--- src/rtl/bk_prefix_sum_stage.sv ---
// ---------------------------------------------------------------------------
// bk_prefix_sum_stage
//
// Downstream half of the pipelined Brent-Kung adder. It takes the bitwise
// propagate/generate vectors from the upstream stage. Bit 0 of those vectors
// carries the adder carry-in, with P[0]=0 and G[0]=cin. The stage resolves
// the group generates with a Brent-Kung prefix tree and then registers the
// sum and the carry-out. Valid/ready handshakes on both sides allow
// multi-word operands to stream through with backpressure.
//
// Pipeline:
//   S1 captures P_IN/G_IN/IN_LAST.
//   The Brent-Kung tree then runs combinationally.
//   S2 holds SUM/COUT/OUT_LAST.
//
// Parameters:
//   WIDTH      operand width; the P/G vectors are WIDTH+1 bits wide
//
// Ports:
//   CLK        clock, all state on the rising edge
//   RST        synchronous active-high reset
//   IN_VALID   P_IN/G_IN/IN_LAST are valid
//   IN_READY   stage accepts a word this cycle (combinational from OUT_READY)
//   P_IN       bitwise propagate, P_IN[0] must be 0
//   G_IN       bitwise generate, G_IN[0] is the carry-in
//   IN_LAST    sideband tag, passed through unchanged
//   OUT_VALID  result valid
//   OUT_READY  consumer accepts the result
//   SUM        sum bits, SUM[i-1] is adder bit i
//   COUT       carry-out, G[WIDTH:0]
//   OUT_LAST   IN_LAST of this result
//   OVF        two's-complement overflow; present only when the optional
//              macro BK_PREFIX_SUM_OVF_EN is defined
// ---------------------------------------------------------------------------
module bk_prefix_sum_stage #(
  parameter int WIDTH = 64
) (
  input  logic             CLK,
  input  logic             RST,
  input  logic             IN_VALID,
  output logic             IN_READY,
  input  logic [WIDTH:0]   P_IN,
  input  logic [WIDTH:0]   G_IN,
  input  logic             IN_LAST,
  output logic             OUT_VALID,
  input  logic             OUT_READY,
  output logic [WIDTH-1:0] SUM,
  output logic             COUT,
`ifdef BK_PREFIX_SUM_OVF_EN
  output logic             OVF,
`endif
  output logic             OUT_LAST
);

  localparam int N      = WIDTH + 1;
  localparam int LEVELS = $clog2(N);
  localparam int IW     = $clog2(N);

  logic             r_s1Valid;
  logic [WIDTH:0]   r_s1P;
  logic [WIDTH:0]   r_s1G;
  logic             r_s1Last;
  logic             r_s2Valid;
  logic [WIDTH-1:0] r_sum;
  logic             r_cout;
  logic             r_last;
  logic             w_s1Adv;
  logic             w_s2Adv;
  logic [WIDTH:0]   w_gg;
`ifdef BK_PREFIX_SUM_OVF_EN
  logic             r_ovf;
`endif

  // Brent-Kung prefix over (G,P). The up-sweep combines spans of doubling
  // size with black cells, which leaves a full prefix at every index 2^k-1.
  // The down-sweep then fills the remaining indices with gray cells. A gray
  // cell is enough there because only G is consumed downstream. The result
  // is gg[i] = G[i:0].
  function automatic logic [WIDTH:0] bkPrefix(input logic [WIDTH:0] p,
                                               input logic [WIDTH:0] g);
    logic [WIDTH:0] gg;
    logic [WIDTH:0] pp;
    gg = g;
    pp = p;
    for (int l = 0; l < LEVELS; l++) begin
      for (int i = (2 ** (l + 1)) - 1; i < N; i += 2 ** (l + 1)) begin
        gg[IW'(i)] = gg[IW'(i)] | (pp[IW'(i)] & gg[IW'(i - 2 ** l)]);
        pp[IW'(i)] = pp[IW'(i)] & pp[IW'(i - 2 ** l)];
      end
    end
    for (int l = LEVELS - 2; l >= 0; l--) begin
      for (int i = 3 * (2 ** l) - 1; i < N; i += 2 ** (l + 1)) begin
        gg[IW'(i)] = gg[IW'(i)] | (pp[IW'(i)] & gg[IW'(i - 2 ** l)]);
      end
    end
    return gg;
  endfunction

  // Handshake. A stage may advance when it is empty or when the stage after
  // it advances. Because of this, IN_READY depends combinationally on
  // OUT_READY.
  always_comb begin
    w_s2Adv   = !r_s2Valid || OUT_READY;
    w_s1Adv   = !r_s1Valid || w_s2Adv;
    IN_READY  = w_s1Adv;
    OUT_VALID = r_s2Valid;
    w_gg      = bkPrefix(r_s1P, r_s1G);
  end

  // Pipeline registers. A valid flag follows its upstream flag whenever its
  // stage advances, and holds otherwise. Data registers load only on a real
  // transfer and otherwise keep their contents. This keeps the outputs
  // stable during a stall.
  always_ff @(posedge CLK) begin
    if (RST) begin
      r_s1Valid <= 1'b0;
      r_s1P     <= '0;
      r_s1G     <= '0;
      r_s1Last  <= 1'b0;
      r_s2Valid <= 1'b0;
      r_sum     <= '0;
      r_cout    <= 1'b0;
      r_last    <= 1'b0;
`ifdef BK_PREFIX_SUM_OVF_EN
      r_ovf     <= 1'b0;
`endif
    end else begin
      if (w_s1Adv) begin
        r_s1Valid <= IN_VALID;
      end
      if (w_s1Adv && IN_VALID) begin
        r_s1P    <= P_IN;
        r_s1G    <= G_IN;
        r_s1Last <= IN_LAST;
      end
      if (w_s2Adv) begin
        r_s2Valid <= r_s1Valid;
      end
      if (w_s2Adv && r_s1Valid) begin
        r_sum  <= r_s1P[WIDTH:1] ^ w_gg[WIDTH-1:0];
        r_cout <= w_gg[WIDTH];
        r_last <= r_s1Last;
`ifdef BK_PREFIX_SUM_OVF_EN
        // Signed overflow: the carry into the top bit differs from the
        // carry out of it.
        r_ovf  <= w_gg[WIDTH] ^ w_gg[WIDTH-1];
`endif
      end
    end
  end

  assign SUM      = r_sum;
  assign COUT     = r_cout;
  assign OUT_LAST = r_last;
`ifdef BK_PREFIX_SUM_OVF_EN
  assign OVF      = r_ovf;
`endif

endmodule

--- config.mk ---
export PLATFORM = sky130hd
export DESIGN_NAME = bk_prefix_sum_stage
export DESIGN_NICKNAME = d
export VERILOG_FILES = /design/src/rtl/bk_prefix_sum_stage.sv
export SDC_FILE = /design/constraint.sdc
export NUM_CORES = 1
export LEC_CHECK = 0
export CORE_AREA = 2 2 120 169
export CTS_CLUSTER_DIAMETER = 60
export DETAILED_ROUTE_END_ITERATION = 10
export DIE_AREA = 0 0 122 171
export PLACE_DENSITY = 0.83
export SETUP_SLACK_MARGIN = 0.02
export SLEW_MARGIN = 10
export SYNTH_ARGS = -nofsm -noshare
export SYNTH_HDL_FRONTEND = slang
export SYNTH_SLANG_ARGS = --single-unit
export TNS_END_PERCENT = 1
--- constraint.sdc ---
create_clock -name CLK -period 2.65 [get_ports CLK]
set_clock_uncertainty 0.1 [all_clocks]
set_input_delay 0.53 -clock CLK [delete_from_list [all_inputs] [get_ports CLK]]
set_output_delay 0.53 -clock CLK [all_outputs]
set_load 0.05 [all_outputs]
Word level (Yosys, flattened, before mapping)
Index checks and enable logic that the tools add are counted.
- register bits after elaboration: 199
- input bits: 135
- output and inout bits: 68
- logic and storage cells: 312
- bitwise gates (word level): 298
- reductions and logical operators: 6
- operators by type and width (kind ; count):
    1-bit bitwise AND ; 177
    1-bit bitwise OR ; 120
    64-bit bitwise XOR ; 1
    1-bit logical AND ; 2
    1-bit logical NOT ; 2
    1-bit logical OR ; 2

Longest topological paths before layout
Gate-level depths: netlist of the first run.
- depth in word-level cells: 21
- depth in mapped cells: 14
- gate-level depth less buffers: 14

Worst setup path after synthesis of the first run
No wires, ideal clock.
- kind: register to register
- from: reg r_s1P[1]
- to: reg r_sum[22] (netlist: SUM[22])
- library setup time: 0.070 ns
- arrival time: 2.352 ns
- data required time: 2.480 ns
- setup slack: 0.127 ns
- stages on the path, launching flop included: 15
- buffers on the path: 0
- clock period less this slack: 2.523 ns
- path through: dfxtp_1 > ha_1 > o21ai_1 > a22oi_1 > a21oi_1 > o21ai_1 > a21o_1 > a21oi_1 > o21ai_1 > a31o_2 > ha_1 > nor2_1 > xnor2_1 > nand2_1 > a21oi_1
- longest elaborated chain between the ends: 15
- ends and longest elaborated chain (what ; RTL line ; RTL):
    start, declared ; 60 ; logic [WIDTH:0] r_s1P;
    start signal, assigned ; 117 ; r_s1P <= '0;
    start signal, assigned ; 132 ; r_s1P <= P_IN;
    1-bit bitwise AND ; 87 ; gg[IW'(i)] = gg[IW'(i)] | (pp[IW'(i)] & gg[IW'(i - 2 ** l)]);
    1-bit bitwise OR ; 87 ;
    1-bit bitwise AND ; 87 ;
    1-bit bitwise OR ; 87 ;
    1-bit bitwise AND ; 87 ;
    1-bit bitwise OR ; 87 ;
    1-bit bitwise AND ; 87 ;
    1-bit bitwise OR ; 87 ;
    1-bit bitwise AND ; 93 ; gg[IW'(i)] = gg[IW'(i)] | (pp[IW'(i)] & gg[IW'(i - 2 ** l)]);
    1-bit bitwise OR ; 93 ;
    1-bit bitwise AND ; 93 ;
    1-bit bitwise OR ; 93 ;
    1-bit bitwise AND ; 93 ;
    1-bit bitwise OR ; 93 ;
    64-bit bitwise XOR ; 140 ; r_sum <= r_s1P[WIDTH:1] ^ w_gg[WIDTH-1:0];
    end signal, assigned ; 140 ;
    end, declared ; 64 ; logic [WIDTH-1:0] r_sum;
Every way passes these cells.
A chain may end at the register's enable or synchronous reset.

Final worst setup path of the first run
- from: reg r_s1P[11]
- to: reg r_sum[42] (netlist: SUM[42])
- longest elaborated chain between the ends: 15
- elaborated cells on any way between the ends: 20
- those cells by class: 20 x bitwise
- ends and longest elaborated chain (what ; RTL line):
    1-bit bitwise AND, on equally long branches ; 87, 88
    1-bit bitwise OR or 1-bit bitwise AND (tied branches) ; 87
    1-bit bitwise OR ; 87
    1-bit bitwise AND ; 87
    1-bit bitwise OR ; 87
    1-bit bitwise OR (*) ; 87
    1-bit bitwise AND (*) ; 87
    1-bit bitwise OR (*) ; 87
    1-bit bitwise AND (*) ; 93
    1-bit bitwise OR (*) ; 93
    1-bit bitwise AND (*) ; 93
    1-bit bitwise OR (*) ; 93
    1-bit bitwise AND (*) ; 93
    1-bit bitwise OR (*) ; 93
    64-bit bitwise XOR (*) ; 140
Mark *: on every way between the ends. The rest lies on a longest branch, timed or not.

==> results.yml, run 1 <==
run_status:
  status: "complete, but fails checks"
  violations: "setup timing"
routing:
  drc_errors: 0
  wirelength_mm: 24.39
  dr.pass1.iters: 5
  vias: 8470
  wire_per_inst_um: 14.93
  postRouteAntennaNets: 0
  avgViaCountPerCell: 5.184
  drt_iter0_drc: 572
sta:
  hold_viol: 0
  post-route-period-util: 1.032
  rsz0062_at_grt: "yes"
  period_needed_ps: 2734
  max_slew_margin: 0.3802
  setup_violations: 5
  hold_slack_ps: 351.6
  fmax_mhz: 365.8
  worst_slack_ps: -83.73
  worstMarginPinSlew_ps: 927.7
  maxSlewViolCount: 0
synthesis:
  synthTopCellsByArea: "dfxtp_1 (46%), nand2_1 (18%), a21oi_1 (13%)"
  yosysSeqAreaShare: 0.4618
  synth_top_area_frac: 0.4618
  syn-instance-count: 1134
  ys.warnings.count: 0
  syn_area_per_cell_um2: 7.569
  ys.flop_type: "dfxtp_1"
  synthArstFlopShare: 0
  ys_ff_latch: 198
  netlist_area_um2: 8583
  ys_types: 50
  yosys.area.top_type: "dfxtp_1"
  syn_nets: 1301
  synth-edff-count: 0
floorplan:
  rows: 61
  dieArea_um2: 20860
  core_area_um2: 19460
  start_util: 0.4410
  die_y_um: 171
  die_w_um: 122
  io_pins: 203
hold_path:
  min_path_type: "reg -> reg"
  hold_path_depth: 2
power:
  power.density_nw_per_um2: 586.8
  p_switching_mw: 1.895
  cellLeakagePower_nw: 4.943
  p_comb_frac: 0.166
  ir_drop_mv: 0.3932
  power_mw: 7.224
  intPower_mw: 5.329
  seqPwrFrac: 0.452
  p_clk_frac: 0.382
  switching_share: 0.2623
setup_path:
  critPathKind: "reg -> reg"
  arrival_ps: 2990
  required_ps: 2900
  critPathCaptureType: "flip-flop"
  r2r_cells: 14
  crit_fanout: 4
  start_kind: "flip-flop"
layout:
  final_cell_mix: "nand2_1 (412), a21oi_1 (205), clkdlybuf4s50_1 (199)"
  antennaDiodeCount: 0
  layout-drive-gt1-share: 0.1375
  areaGrowthSynthToFinish_pct: 43.43
  fin_cells: 1634
  multi_input_area_um2: 4604
  fillers: 1628
  fin_nets: 1537
  final_common_cell: "nand2_1"
  seqCellArea_um2: 3975
clocking:
  clk_pin_slew_worst_paths_ps: 70
  cts_tree: "done"
  cts_sinks: 198
  worstSkewPairLatency_ps: 420
  clockBufferDepth: 2
  cts-root-buf: "clkbuf_16"
  numCtsBuffers: 17
  ctsHoldBuffers: 0
  cts_htree_levels: 4
grt:
  grt_pass1_vias: 8277
  antenna_found_initial: 0
  grt_overflow_total: 0
  grt_usage: 0.2299
  grt_max_degree: 66
  grt_pass1_wl_mm: 38.30
placement:
  dpl.cell_count: 1599
  place.gp.congestion: 0.8335
  dp_hpwl_mm: 17.22
  place.port_buffers: 201
run:
  cap_violations: 0
registers in the layout, indices dropped and copies added, names as in the netlist:
name	cells
r_s1P	64
r_s1Last	1
OUT_LAST	1
r_s1Valid	1
SUM	64
OUT_VALID	1
r_s1G	65
COUT	1
worst max-delay path, cell delays in order (launching register included):
cell      delay (ps)
dfxtp_1          340
a21oi_1          170
o21ai_2          110
a221oi_4         360
o32ai_4          170
o21bai_4         250
o31ai_4           80
buf_4            150
a21o_1           160
a21o_1           170
ha_1             170
nor2_1           110
xnor2_1          120
nand2_1           80
a21oi_2          120
per-stage QoR:
| stage | utilization | setup TNS [ps] | area (um2) | setup WS [ps] |
|---|---|---|---|---|
| finish | 0.6325 | -136.2 | 12310 | -83.73 |
| global route | 0.6325 | -2509 | 12310 | -234.0 |
| CTS | 0.6255 | -712.9 | 12170 | -117.0 |
| detailed placement | 0.5839 | -6976 | 11360 | -348.6 |
| global placement | 0.5839 | -4298 | 11360 | -293.6 |
| floorplan | - | 0 | 8583 | 127.4 |
area by class of cell:
class / instances / area share
well taps: 252 / 0.02561
clock buffers: 21 / 0.03740
flip-flops and latches: 198 / 0.3229
multi-input cells: 856 / 0.3740
clock inverters: 10 / 0.01342
inverters: 13 / 0.003964
repair buffers: 284 / 0.2227
logic make-up after synthesis:
group | synth area share
XOR/XNOR | 0.03163
buffers and inverters | 0.03586
flip-flops | 0.4618
AND/OR/NAND/NOR | 0.2277
adder cells (fa/ha/maj) | 0.04665
AO/OA/AOI/OAI | 0.1964
power by group through the flow:
stage          Clock [mW]  Sequential, mW  Combinational, mW
2_1_floorplan           0            3.46              0.477
3_3_place_gp            0            3.31               1.14
3_5_place_dp            0            3.32               1.16
4_1_cts              2.80            3.26               1.18
5_1_grt              2.91            3.28               1.30
6_report             2.76            3.27               1.20
routing by layer:
layer,track usage,part of all wire
met1,0.2448,0.38
met3,0.03733,0.040
met5,0,0
met2,0.4341,0.54
met4,0.1089,0.041
repair_timing:
action                     4_1_cts  5_1_grt
pin swaps                       25       26
setup endpoints to repair       41       36
setup buffers                    4        0
resized for setup               36       38
worst paths after layout:
kind                            slack, ps       from      end
worst max-delay path                  -80  r_s1P[11]  SUM[42]
worst min-delay path                  350    SUM[34]  SUM[34]
worst max register to register        -80  r_s1P[11]  SUM[42]
worst min register to register        350    SUM[34]  SUM[34]
Yosys cell counts (2+ instances only):
cell      count
a211o_1       3
a21o_1       21
a21oi_1     221
a21oi_2       2
a31o_2        2
and2_1        2
and4_1        2
buf_1         7
clkbuf_1     59
dfxtp_1     198
ha_1         32
inv_1        13
nand2_1     415
nand2b_1      2
nand3_1       8
nand4_1       9
nor2_1       46
nor2b_1       2
nor3_1        5
o211a_1       2
o21a_1        4
o21ai_0      12
o21ai_1       8
o21bai_1      2
or2_2         2
xnor2_1      31
Note: power is estimated with default switching activity, not from simulation.
==> run 2: changes to the inputs <==
- MAX_ROUTING_LAYER: default -> met4
==> results.yml, run 2 (same netlist as run 1, synthesis figures left out) <==
run_status:
  status: "complete, but fails checks"
  violations: "setup timing"
layout:
  layout-drive-gt1-share: 0.1375
  top_register: "r_s1G"
  areaGrowthSynthToFinish_pct: 43.43
  multi_input_area_um2: 4604
  fin_nets: 1537
  antennaDiodeCount: 0
  final_cell_mix: "nand2_1 (412), a21oi_1 (205), clkdlybuf4s50_1 (199)"
  largest_reg_flops: 65
  seqCellArea_um2: 3975
  final_common_cell: "nand2_1"
  fillers: 1628
run:
  cap_violations: 0
setup_path:
  critPathKind: "reg -> reg"
  required_ps: 2900
  r2r_end: "SUM[42]"
  r2r_cells: 14
  start_kind: "flip-flop"
  critPathCaptureType: "flip-flop"
  r2r_slack_ps: -90
  crit_fanout: 4
  arrival_ps: 2990
  cp-startpoint: "r_s1P[11]"
  r2r-start: "r_s1P[11]"
sta:
  post-route-period-util: 1.033
  rsz0062_at_grt: "yes"
  fmax_mhz: 365.5
  setup_tns_ps: -119.5
  hold_viol: 0
  max_slew_margin: 0.3929
  worstMarginPinSlew_ps: 908.7
  worst_slack_ps: -86.33
  period_needed_ps: 2736
  maxSlewViolCount: 0
  setup_violations: 6
hold_path:
  whs_endpoint: "SUM[34]"
  hold_path_depth: 2
  hold_path.startpoint: "SUM[34]"
  min_path_type: "reg -> reg"
grt:
  grt_pass1_wl_mm: 38.30
  grt_pass1_vias: 8276
  antenna_found_initial: 0
  grt.met2_usage: 0.4316
  grt_overflow_total: 0
  top_usage_layer: "met2"
  grt_max_degree: 66
  grt.met1_usage: 0.2471
  gr-usage-met3: 0.03600
  grt_usage: 0.2365
routing:
  wirelength_mm: 24.44
  drc_errors: 0
  dr.pass1.iters: 5
  wire_per_inst_um: 14.96
  drt_iter0_drc: 609
  vias: 8435
  avgViaCountPerCell: 5.162
  postRouteAntennaNets: 0
floorplan:
  dieArea_um2: 20860
  io_pins: 203
  die_y_um: 171
  die_w_um: 122
  rows: 61
  start_util: 0.4410
  core_area_um2: 19460
power:
  p_switching_mw: 1.896
  ir_drop_mv: 0.3943
  intPower_mw: 5.329
  p_comb_frac: 0.166
  cellLeakagePower_nw: 4.943
  power.density_nw_per_um2: 586.9
  seqPwrFrac: 0.452
  switching_share: 0.2624
  p_clk_frac: 0.382
placement:
  place.gp.congestion: 0.8496
  place.port_buffers: 201
  dp_hpwl_mm: 17.22
  post-place-ws_ps: -348.6
clocking:
  cts-root-buf: "clkbuf_16"
  cts_sinks: 198
  worstSkewPairLatency_ps: 420
  cts_htree_levels: 4
  numCtsBuffers: 17
  cts_tree: "done"
  clk_pin_slew_worst_paths_ps: 70
  ctsHoldBuffers: 0
  clockBufferDepth: 2
## run 2: cell counts in the layout (fill, tap and decap cells not counted)
No cell type changed its count.
## run 2: layout make-up
cell class	instances	share of cell area
Clock buffer	21	0.03740
Clock inverter	10	0.01342
Inverter	13	0.003964
Multi-Input combinational cell	856	0.3740
Sequential cell	198	0.3229
Tap cell	252	0.02561
Timing Repair Buffer	284	0.2227
## run 2: worst max path at each step
stage                         end  slack (ps)  depth (start not counted)
after detailed placement  SUM[54]        -350                         14
after CTS                 SUM[42]        -120                         14
after global routing      SUM[42]        -230                         14
after global placement    SUM[22]        -290                         15
final                     SUM[42]         -90                         14
after floorplan           SUM[22]         130                         14
## run 2: critical path, cell delays in order, from the launching register on
cell and delay [ps]:
dfxtp_1 340, a21oi_1 170, o21ai_2 110, a221oi_4 360, o32ai_4 170, o21bai_4 250, o31ai_4 80, buf_4 150
a21o_1 160, a21o_1 170, ha_1 170, nor2_1 110, xnor2_1 120, nand2_1 80, a21oi_2 130
## run 2: through the flow
| step | util | total power [mW] | instances | area [um2] | hold WS, ps |
|---|---|---|---|---|---|
| finish | 0.6325 | 7.225 | 1634 | 12310 | 352.8 |
| global route | 0.6325 | 7.495 | 1634 | 12310 | 364.5 |
| CTS | 0.6255 | 7.241 | 1634 | 12170 | 353.2 |
| detailed placement | 0.5839 | 4.478 | 1599 | 11360 | 343.3 |
| global placement | 0.5839 | 4.451 | 1599 | 11360 | 336.3 |
| floorplan | - | 3.937 | 1134 | 8583 | 332.2 |
## run 2: metal layers
| layer | vias up | share of wire | routed length [um] |
|---|---|---|---|
| met5 | - | 0 | 0 |
| met4 | 0 | 0.041 | 1009 |
| met3 | 65 | 0.035 | 854 |
| met2 | 228 | 0.54 | 13150 |
| met1 | 3911 | 0.39 | 9426 |
| li1 | 4231 | - | - |
## run 2: power groups by stage
stage / Clock, mW / Combinational [mW] / Sequential (mW)
after floorplan: 0 / 0.477 / 3.46
after global placement: 0 / 1.14 / 3.31
after detailed placement: 0 / 1.16 / 3.32
after global routing: 2.91 / 1.30 / 3.28
final: 2.76 / 1.20 / 3.27
after CTS: 2.80 / 1.18 / 3.26
## run 2: repair_timing
item	in CTS	in global routing
setup endpoints to repair	41	36
pin swaps	25	26
hold endpoints to repair	0	0
buffers inserted	4	0
resized for setup	36	38
==> run 3: changes to the inputs <==
- CORE_AREA: 2 2 120 169 -> 2 2 127 179
- DIE_AREA: 0 0 122 171 -> 0 0 129 181
- PLACE_DENSITY: 0.83 -> 0.74
- clock period: 2.65 -> 3.4 ns (I/O delays scaled with it)
==> results.yml, run 3 (same netlist as run 1, synthesis figures left out) <==
run_status:
  status: "completed"
floorplan:
  start_util: 0.3955
  rows: 64
  die_w_um: 129
  die_y_um: 181
  io_pins: 203
  core_area_um2: 21700
  dieArea_um2: 23350
sta:
  setup_tns_ps: 0
  fmax_mhz: 330.1
  period_needed_ps: 3029
  setup_violations: 0
  rsz0062_at_grt: "no"
  worst_slack_ps: 370.8
  post-route-period-util: 0.8910
  maxSlewViolCount: 0
  max_slew_margin: 0.5608
  hold_viol: 0
  worstMarginPinSlew_ps: 658.8
layout:
  areaGrowthSynthToFinish_pct: 33.94
  final_util: 0.5298
  fillers: 2033
  final_area_um2: 11500
  final_common_cell: "nand2_1"
  top_register: "r_s1G"
  final_cell_mix: "nand2_1 (414), a21oi_1 (221), clkdlybuf4s50_1 (199)"
  largest_reg_flops: 65
  fin_nets: 1468
  layout-drive-gt1-share: 0.05099
clocking:
  numCtsBuffers: 17
  clockBufferDepth: 2
  ctsHoldBuffers: 0
  cts-root-buf: "clkbuf_16"
  clk_pin_slew_worst_paths_ps: 70
  cts_sinks: 198
  ctsResizeCount: 0
  cts_htree_levels: 4
  post_cts_buffers: 0
  cts_tree: "done"
  worstSkewPairLatency_ps: 430
power:
  cellLeakagePower_nw: 4.483
  ir_drop_mv: 0.3147
  power_mw: 5.468
  power.density_nw_per_um2: 475.6
routing:
  vias: 7980
  wire_per_inst_um: 14.40
  dr.pass1.iters: 4
  postRouteAntennaNets: 0
  wirelength_mm: 23.22
  drt_iter0_drc: 421
  drc_errors: 0
  avgViaCountPerCell: 4.950
setup_path:
  critical_path_depth: 14
  r2r_end: "SUM[48]"
  start_kind: "flip-flop"
  crit_family: "compound AO/OA/AOI/OAI gates"
  worst_path_max_delay_cell: "a21oi_1"
  worst-path-buf-inv: 0
  cp-endpoint: "SUM[48]"
  cp-startpoint: "r_s1P[1]"
  critPathCaptureType: "flip-flop"
  arrival_ps: 3290
  cp_cell_sequence: "ha_1, o21ai_1, a22oi_1, a21oi_1, o32ai_2, o21bai_2, o31ai_2, a21boi_1, o21ai_1, ha_1, nor2_1, xnor2_1, nand2_1, a21oi_1"
  critPathKind: "reg -> reg"
  required_ps: 3660
  r2r_slack_ps: 370
  cpPeakStageDelay_ps: 390
  crit_fanout: 3
  r2r-start: "r_s1P[1]"
  r2r_cells: 14
grt:
  grt_max_degree: 75
  antenna_found_initial: 1
  grt_overflow_total: 0
  grt_pass1_wl_mm: 37.27
  grt_usage: 0.2054
  grt_pass1_vias: 7818
placement:
  dp_hpwl_mm: 16.85
  place.gp.congestion: 0.8174
  place.port_buffers: 201
  place_area_um2: 10880
  post-place-ws_ps: 344.0
hold_path:
  min_path_type: "reg -> reg"
run:
  cap_violations: 0
run 3: cell count changes in the layout (fill, tap and decap cells not counted), moves of 4 or more:
cell,before,now
dfxtp_1,189,198
a21oi_2,16,2
nor2_2,10,0
buf_12,8,4
o21ai_0,8,12
nor2_1,36,46
o21ai_2,5,0
dfxtp_2,9,0
a21oi_1,205,221
buf_4,74,11
run 3: cell type report:
class,count,area [um2],share of cell area
well taps,297,371.6,0.03232
inverters,13,48.80,0.004245
multi-input cells,856,4332,0.3768
diodes,1,2.502,0.0002177
repair buffers,215,2166,0.1884
clock inverters,13,168.9,0.01469
flip-flops and latches,198,3964,0.3448
clock buffers,19,442.9,0.03853
run 3: how the worst min path moves through the flow:
stage | from | end | slack, ps | cells after the start
after global routing | SUM[45] | SUM[45] | 370 | 2
after floorplan | r_s1G[64] | COUT | 330 | 2
after CTS | SUM[36] | SUM[36] | 350 | 2
after global placement | SUM[36] | SUM[36] | 340 | 2
after detailed placement | SUM[1] | SUM[1] | 350 | 2
final | SUM[6] | SUM[6] | 350 | 2
run 3: metal layers:
layer	global-route usage	part of all wire	vias up
li1	-	-	4084
met1	0.2193	0.40	3673
met2	0.3619	0.52	176
met3	0.03553	0.037	47
met4	0.1004	0.041	0
met5	-	0	-
run 3: power breakdown:
part | switching [mW] | leakage, nW | internal (mW)
clock | 0.908 | 0.298 | 1.19
combinational | 0.451 | 2.56 | 0.370
sequential | 0.106 | 1.62 | 2.44
run 3: metrics by stage:
step / hold WS (ps) / instances
CTS: 354.3 / 1611
finish: 350.7 / 1612
global route: 371.8 / 1612
floorplan: 332.2 / 1134
global placement: 337.7 / 1579
detailed placement: 345.7 / 1579
run 3: worst min-delay path, delay by kind of cell, from the launching register on:
kind | cells | cell delay [ps]
AOI/OAI and AO/OA | 1 | 50
DFF | 1 | 310
and+or+nand+nor | 1 | 50
